### src/rtl/dice_pkg.sv
// dice_pkg: FSM states, die and sum constants, and the face-advance helper,
// shared by the dice roller and the downstream game FSM.
package dice_pkg;
   typedef enum logic [1:0] {IDLE, ROLLING, VALID} state_t;
   localparam logic [2:0] DIE_MIN = 3'd1;
   localparam logic [2:0] DIE_MAX = 3'd6;
   localparam int SUM_W = 4;
   function automatic logic [2:0] next_face(input logic [2:0] f);
      return (f == DIE_MAX) ? DIE_MIN : f + 3'd1;
   endfunction
endpackage

### src/rtl/button_debounce.sv
// button_debounce: two-flop synchronizer and stability-counter debounce for the roll button,
// producing the debounced level and one-cycle rise/fall pulses.
module button_debounce #(
   parameter int DEBOUNCE_CYCLES = 16
) (
   input  logic clk,
   input  logic reset,
   input  logic i_raw,
   output logic o_level,
   output logic o_rise,
   output logic o_fall
);
   logic       r_sync1, r_sync2, r_level, r_rise, r_fall, r_armed;
   logic [7:0] r_cnt;
   logic [1:0] r_warm;
   logic       w_hit;
   assign w_hit   = (r_sync2 != r_level) && (r_cnt == 8'(DEBOUNCE_CYCLES - 1));
   assign o_level = r_level;
   assign o_rise  = r_rise;
   assign o_fall  = r_fall;
   // A button still held once the synchronizer has refilled after reset leaves
   // rise pulses disarmed until a debounced release is seen.
   always_ff @(posedge clk) begin
      if (reset) begin
         r_sync1 <= 1'b0;
         r_sync2 <= 1'b0;
         r_level <= 1'b0;
         r_cnt   <= '0;
         r_rise  <= 1'b0;
         r_fall  <= 1'b0;
         r_warm  <= '0;
         r_armed <= 1'b0;
      end else begin
         r_sync1 <= i_raw;
         r_sync2 <= r_sync1;
         r_cnt   <= (r_sync2 == r_level || w_hit) ? '0 : r_cnt + 8'd1;
         r_level <= w_hit ? r_sync2 : r_level;
         r_rise  <= w_hit && r_sync2 && r_armed;
         r_fall  <= w_hit && !r_sync2;
         r_warm  <= (r_warm == 2'd3) ? r_warm : r_warm + 2'd1;
         r_armed <= r_armed || (w_hit && !r_sync2) || (r_warm == 2'd2 && !r_sync2);
      end
   end
endmodule

### src/rtl/dice_roller.sv
// dice_roller: two-die roller; dice spin while the debounced button is held and freeze on
// release, the result being offered on a valid/ready handshake.
module dice_roller
   import dice_pkg::*;
#(
   parameter int DEBOUNCE_CYCLES = 16
) (
   input  logic             clk,
   input  logic             reset,
   input  logic             rb_raw,
   input  logic             roll_ready,
   output logic             roll_valid,
   output logic [2:0]       die1,
   output logic [2:0]       die2,
   output logic [SUM_W-1:0] sum,
   output logic             busy
);
   state_t           r_state;
   logic [2:0]       r_die1, r_die2;
   logic [SUM_W-1:0] r_sum;
   logic             r_valid, r_busy;
   logic             w_level, w_rise, w_fall;
   logic [2:0]       w_d1_nxt, w_d2_nxt;
   logic [SUM_W-1:0] w_sum_nxt;
   button_debounce #(.DEBOUNCE_CYCLES(DEBOUNCE_CYCLES)) u_deb (
      .clk     (clk),
      .reset   (reset),
      .i_raw   (rb_raw),
      .o_level (w_level),
      .o_rise  (w_rise),
      .o_fall  (w_fall)
   );
   always_comb begin
      w_d1_nxt  = next_face(r_die1);
      w_d2_nxt  = (r_die1 == DIE_MAX) ? next_face(r_die2) : r_die2;
      w_sum_nxt = SUM_W'(w_d1_nxt) + SUM_W'(w_d2_nxt);
   end
   assign roll_valid = r_valid;
   assign busy       = r_busy;
   assign die1       = r_die1;
   assign die2       = r_die2;
   assign sum        = r_sum;
   // The releasing cycle still advances, so K cycles in ROLLING give K advances from 1/1.
   always_ff @(posedge clk) begin
      if (reset) begin
         r_state <= IDLE;
         r_valid <= 1'b0;
         r_busy  <= 1'b0;
         r_die1  <= DIE_MIN;
         r_die2  <= DIE_MIN;
         r_sum   <= SUM_W'(2);
      end else begin
         case (r_state)
            IDLE: if (w_rise && w_level) begin
               r_state <= ROLLING;
               r_busy  <= 1'b1;
               r_die1  <= DIE_MIN;
               r_die2  <= DIE_MIN;
               r_sum   <= SUM_W'(2);
            end
            ROLLING: begin
               r_die1 <= w_d1_nxt;
               r_die2 <= w_d2_nxt;
               r_sum  <= w_sum_nxt;
               if (w_fall) begin
                  r_state <= VALID;
                  r_valid <= 1'b1;
               end
            end
            VALID: if (roll_ready) begin
               r_state <= IDLE;
               r_valid <= 1'b0;
               r_busy  <= 1'b0;
            end
            default: begin
               r_state <= IDLE;
               r_valid <= 1'b0;
               r_busy  <= 1'b0;
            end
         endcase
      end
   end
endmodule

### config.mk
export PLATFORM = sky130hd
export DESIGN_NAME = dice_roller
export DESIGN_NICKNAME = d
export VERILOG_FILES = /design/src/rtl/dice_pkg.sv /design/src/rtl/button_debounce.sv /design/src/rtl/dice_roller.sv
export SDC_FILE = /design/constraint.sdc
export NUM_CORES = 1
export LEC_CHECK = 0
export CORE_UTILIZATION = 55
export CTS_BUF_LIST = sky130_fd_sc_hd__clkbuf_8
export DETAILED_ROUTE_END_ITERATION = 16
export DONT_BUFFER_PORTS = 1
export PLACE_DENSITY = 0.7
export SLEW_MARGIN = 20
export SYNTH_ARGS = -nofsm -noshare
export SYNTH_HDL_FRONTEND = slang
export SYNTH_SLANG_ARGS = --single-unit
### constraint.sdc
create_clock -name clk -period 4.95 [get_ports clk]
set_input_delay 0.495 -clock clk [delete_from_list [all_inputs] [get_ports clk]]
set_output_delay 0.495 -clock clk [all_outputs]
set_load 0.01 [all_outputs]
Word-level counts from Yosys, hierarchy flattened
Index checks and enable logic that the tools add are counted.
Operators by class
  add/sub/neg operators: 5
  eq/ne operators: 12
  multiplexer cells: 17
  bitwise gates (word level): 2
  reductions and logical operators: 17
Operators by type and width (number)
  3-bit two-way mux: 4
  3-bit case mux with 2 select lines: 2
  3-bit AND reduction: 3
  8-bit by 1-bit adder with 8-bit output (second input constant): 1
  8-bit by 4-bit equality test with 1-bit output (second input constant): 1
  4-bit case mux with 2 select lines: 1
  3-bit by 1-bit adder with 3-bit output (second input constant): 2
  2-bit equality test (second input constant): 3
  3-bit equality test (second input constant): 2
  1-bit logical AND: 6
  2-bit two-way mux: 3
  1-bit case mux with 3 select lines: 2
  2-bit case mux with 3 select lines: 1
  3-bit by 3-bit adder with 4-bit output: 1
  4-bit two-way mux: 1
  2-bit inequality test (second input constant): 2
  1-bit logical OR: 3
  1-bit two-way mux: 3
  2-bit by 1-bit adder with 2-bit output (second input constant): 1
  2-bit by 1-bit equality test with 1-bit output (second input constant): 1
  2-bit logical NOT: 1
  2-bit by 1-bit inequality test with 1-bit output (second input constant): 1
  1-bit NOT: 2
  2-bit AND reduction: 1
  5 further kinds: 5
Word-level totals
  flip-flop bits (word level): 30
  input bits: 4
  word-level logic and storage cells: 67

Logic depth before layout (Yosys ltp)
  word-level depth: 5
  depth in mapped cells: 8
  mapped depth without buffers: 7

Cells and area by module
A second synthesis with hierarchy kept.
Second synthesis, totals
  cell total of the unflattened synthesis: 165
  area total of the unflattened synthesis: 1443.9 µm²
By module, submodules not included
  dice_roller: instances 1, cells an instance 95, area an instance 778.2 µm²
  button_debounce: instances 1, cells an instance 70, area an instance 665.6 µm²

Worst setup path after synthesis
No wires, ideal clock.
  path type: reg-to-reg
  start: register r_die1[1], in the netlist die1[1]
  end: register r_sum[1], in the netlist sum[1]
  arrival: 1.678 ns
  data required time: 4.836 ns
  slack: 3.158 ns
  cell stages (with the launch flop): 7
  buffers on the path: 0
  period minus slack after synthesis: 1.792 ns
  cells stage by stage: dfxtp_1 nand3b_1 o21ai_0 o21ai_0 fa_1 nand2b_1 a21o_1
On the way
  word-level cells in the longest chain between the ends: 4
  elaborated cells between the ends (all ways): 6
Ends and longest elaborated chain
  start: declaration: line dice_roller.sv:19  | logic [2:0] r_die1, r_die2;
  start signal: assignment: line dice_roller.sv:62  | r_die1 <= w_d1_nxt;
  3-bit by 1-bit adder with 3-bit output / 3-bit equality test (equally long branches): line dice_pkg.sv:9, dice_roller.sv:35
  3-bit two-way mux, on equally long branches: line dice_pkg.sv:9, dice_roller.sv:35
  3-bit by 3-bit adder with 4-bit output *: line dice_roller.sv:36  | w_sum_nxt = SUM_W'(w_d1_nxt) + SUM_W'(w_d2_nxt);
  4-bit case mux with 2 select lines *: line dice_roller.sv:53  | case (r_state)
  end signal: assignment: line dice_roller.sv:64  | r_sum <= w_sum_nxt;
  end: declaration: line dice_roller.sv:20  | logic [SUM_W-1:0] r_sum;
Mark *: on every way between the ends. The rest lies on a longest branch, timed or not.
A chain may end at the register's enable or synchronous reset.

Worst setup path in the final report
Ends and elaborated chain as after synthesis.

==> results.py <==
metrics = {
    "status": {
        "status": "finished with violations",
        "violations": "design-rule violations",
    },
    "timing": {
        "rsz0062_at_grt": "no",
        "final-max-slew-violation-count": 0,
        "period_share_pct": 39.5,
        "hold_violations": 0,
        "fin_tns_setup_ns": 0,
        "finalSetupViolations": 0,
        "max_freq_mhz": 511,
        "fin_crit_ns": 1.96,
        "fin_skew_ns": 0.00399,
        "tightest_slew_ns": 0.656,
        "whs_ns": 0.279,
        "slew_headroom_pct": 55.9,
        "finalWorstSetupSlack_ns": 2.99,
    },
    "grt": {
        "grt_pass1_vias": 979,
        "overflow": 0,
        "antenna_found_initial": 0,
        "track_usage_pct": 21.7,
        "grt_max_degree": 23,
        "grt_pass1_wl_um": 4220,
    },
    "placement": {
        "dpl.hpwl_um": 1950,
        "place_ws_ns": 3.01,
        "gp_congestion": 0.829,
        "port_buffers": 0,
    },
    "worst_setup_path": {
        "r2r_slack_ns": 2.99,
        "crit_buf_inv": 0,
        "critPathRequiredTime_ns": 5.12,
        "crit_type": "reg -> reg",
        "path_cells": "nand3b_1 -> xnor2_1 -> ha_1 -> fa_1 -> nand2b_1 -> a21o_1",
        "arrival_ns": 2.13,
        "path_delay_family": "adder cells",
        "crit_slowest_cell": "dfxtp_1",
        "startpoint": "die1[1]",
        "crit_path_max_fanout": 9,
        "max_stage_delay_ns": 0.49,
        "startpoint_type": "register",
        "rr_startpoint": "die1[1]",
        "cp-end-kind": "register",
    },
    "layout": {
        "syn2layout_area_growth_pct": 7.62,
        "nets": 175,
        "layout_common_cells": "dfxtp_1 (30), a21oi_1 (16), nand2_1 (14)",
        "antenna_cells": 0,
        "layout-drive-gt1-share_pct": 9.09,
        "layout_commonest_cell": "dfxtp_1",
    },
    "clock_tree": {
        "cts_max_path_buffers": 2,
        "clk_pin_slew_ns": 0.06,
        "cts_tree": "yes",
        "cts.sinks": 30,
        "cts_hold_buf": 0,
        "cts_made_buffers": 5,
        "cts_root_buf": "clkbuf_8",
        "post_cts_resized": 0,
        "cts_htree_levels": 2,
        "clk-insertion-delay-late_ns": 0.28,
        "post-cts-setup-buffers": 0,
    },
    "power": {
        "p_seq_share_pct": 54.0,
        "netSwitchingFraction_pct": 21.7,
        "power_leakage_nw": 0.564,
        "p_int_w": 0.000365,
        "p_clk_share_pct": 42.5,
        "p_switching_w": 0.000101,
        "p_per_area_nw_per_um2": 307,
        "ir_drop_v": 0.000234,
        "p_comb_share_pct": 3.5,
    },
    "die": {
        "initial_core_util_pct": 57.5,
        "row_count": 18,
        "dieArea_sq_um": 2780,
        "die_width_um": 52.7,
        "num_io_pins": 16,
        "die_h_um": 52.7,
        "core_sq_um": 2450,
    },
    "drt": {
        "vias": 1157,
        "drc": 1,
        "wl_per_cell_um": 14.4,
        "ant_nets": 0,
        "drt_iter0_markers": 23,
        "drt_pass1_iterations": 10,
        "vias_per_cell": 5.93,
        "wirelength_um": 2820,
    },
    "logic_synthesis": {
        "synth-main-ff-cell": "dfxtp_1",
        "synth-edff-count": 0,
        "netlist_instances": 162,
        "avgSynthCellArea_sq_um": 8.72,
        "synth-seq-cells": 30,
        "synthArstFlopShare_pct": 0,
        "ys_seq_area_share_pct": 42.5,
        "ys_warn_count": 0,
        "synth_fp_nets": 173,
        "synth_cell_type_count": 40,
        "syn_area_sq_um": 1410,
    },
    "worst_hold_path": {
        "worstHoldStart": "reset",
        "worstHoldPathType": "in -> reg",
    },
    "job": {
        "drv_cap": 0,
    },
}
-- per-layer routing --
layer | global-route usage, % | share of wire [%]
met1 | 22.5 | 43
met2 | 38.0 | 51
met3 | 8.12 | 4.5
met4 | 10.5 | 2.0
met5 | 0 | 0
-- power groups by stage --
stage	clock network [W]	registers, W	logic (W)
final	0.000198	0.000252	0.0000163
after global routing	0.000213	0.000253	0.0000203
after CTS	0.000205	0.000252	0.0000162
after detailed placement	0	0.000257	0.0000161
after global placement	0	0.000257	0.0000152
after floorplan	0	0.000256	0.0000157
-- final cells by class --
cell class | instances | area, sq um
clock buffer | 6 | 82.6
clock inverter | 2 | 8.76
fill | 221 | 935
inverter | 6 | 22.5
multi-input combinational | 121 | 768
sequential | 30 | 601
tap | 30 | 37.5
-- cells in the mapped netlist (all sizes together) (2+ instances only) --
master   n  share of area [%]
dfxtp   30                 43
a21oi   17                6.3
nand2   14                3.7
nor2    13                3.5
o21ai   13                4.6
ha       6                5.3
inv      6                1.6
nand3    5                1.8
nand4    5                2.2
buf      4                1.2
nand2b   4                1.8
nand3b   4                2.1
nor2b    4                1.8
or3      4                1.8
xor2     4                2.5
a21o     3                1.6
mux2     2                1.6
nor3b    2                1.1
o211ai   2                1.4
o21bai   2                1.1
xnor2    2                1.2
-- flip-flops by register name, indices dropped and copies added (netlist names), 2 cells and up --
register / flops
u_deb.r_cnt: 8
u_deb.r_warm: 2
sum: 4
die2: 3
r_state: 2
die1: 3
-- final timing paths --
path,end,depth (start not counted)
worst min register to register,u_deb.r_sync2,1
worst max register to register,sum[1],6
worst max-delay path,sum[1],6
worst min-delay path,die1[1],1
-- through the flow --
stage / util, % / total power [W] / area [sq um] / instances
after CTS: 61.9 / 0.000473 / 1520 / 195
final: 61.9 / 0.000467 / 1520 / 195
after global routing: 61.9 / 0.000486 / 1520 / 195
after floorplan: - / 0.000272 / 1410 / 162
after detailed placement: 58.2 / 0.000274 / 1430 / 187
after global placement: 58.2 / 0.000272 / 1430 / 187
-- cells by family after synthesis --
kind of cell / synth area share (%)
simple gates: 23.9
compound gates: 18.4
flops: 42.5
buf+inv: 3.10
fa+ha+maj: 6.73
xor+xnor: 3.72
mux: 1.59
No activity file was read; power rests on OpenSTA's default activity.
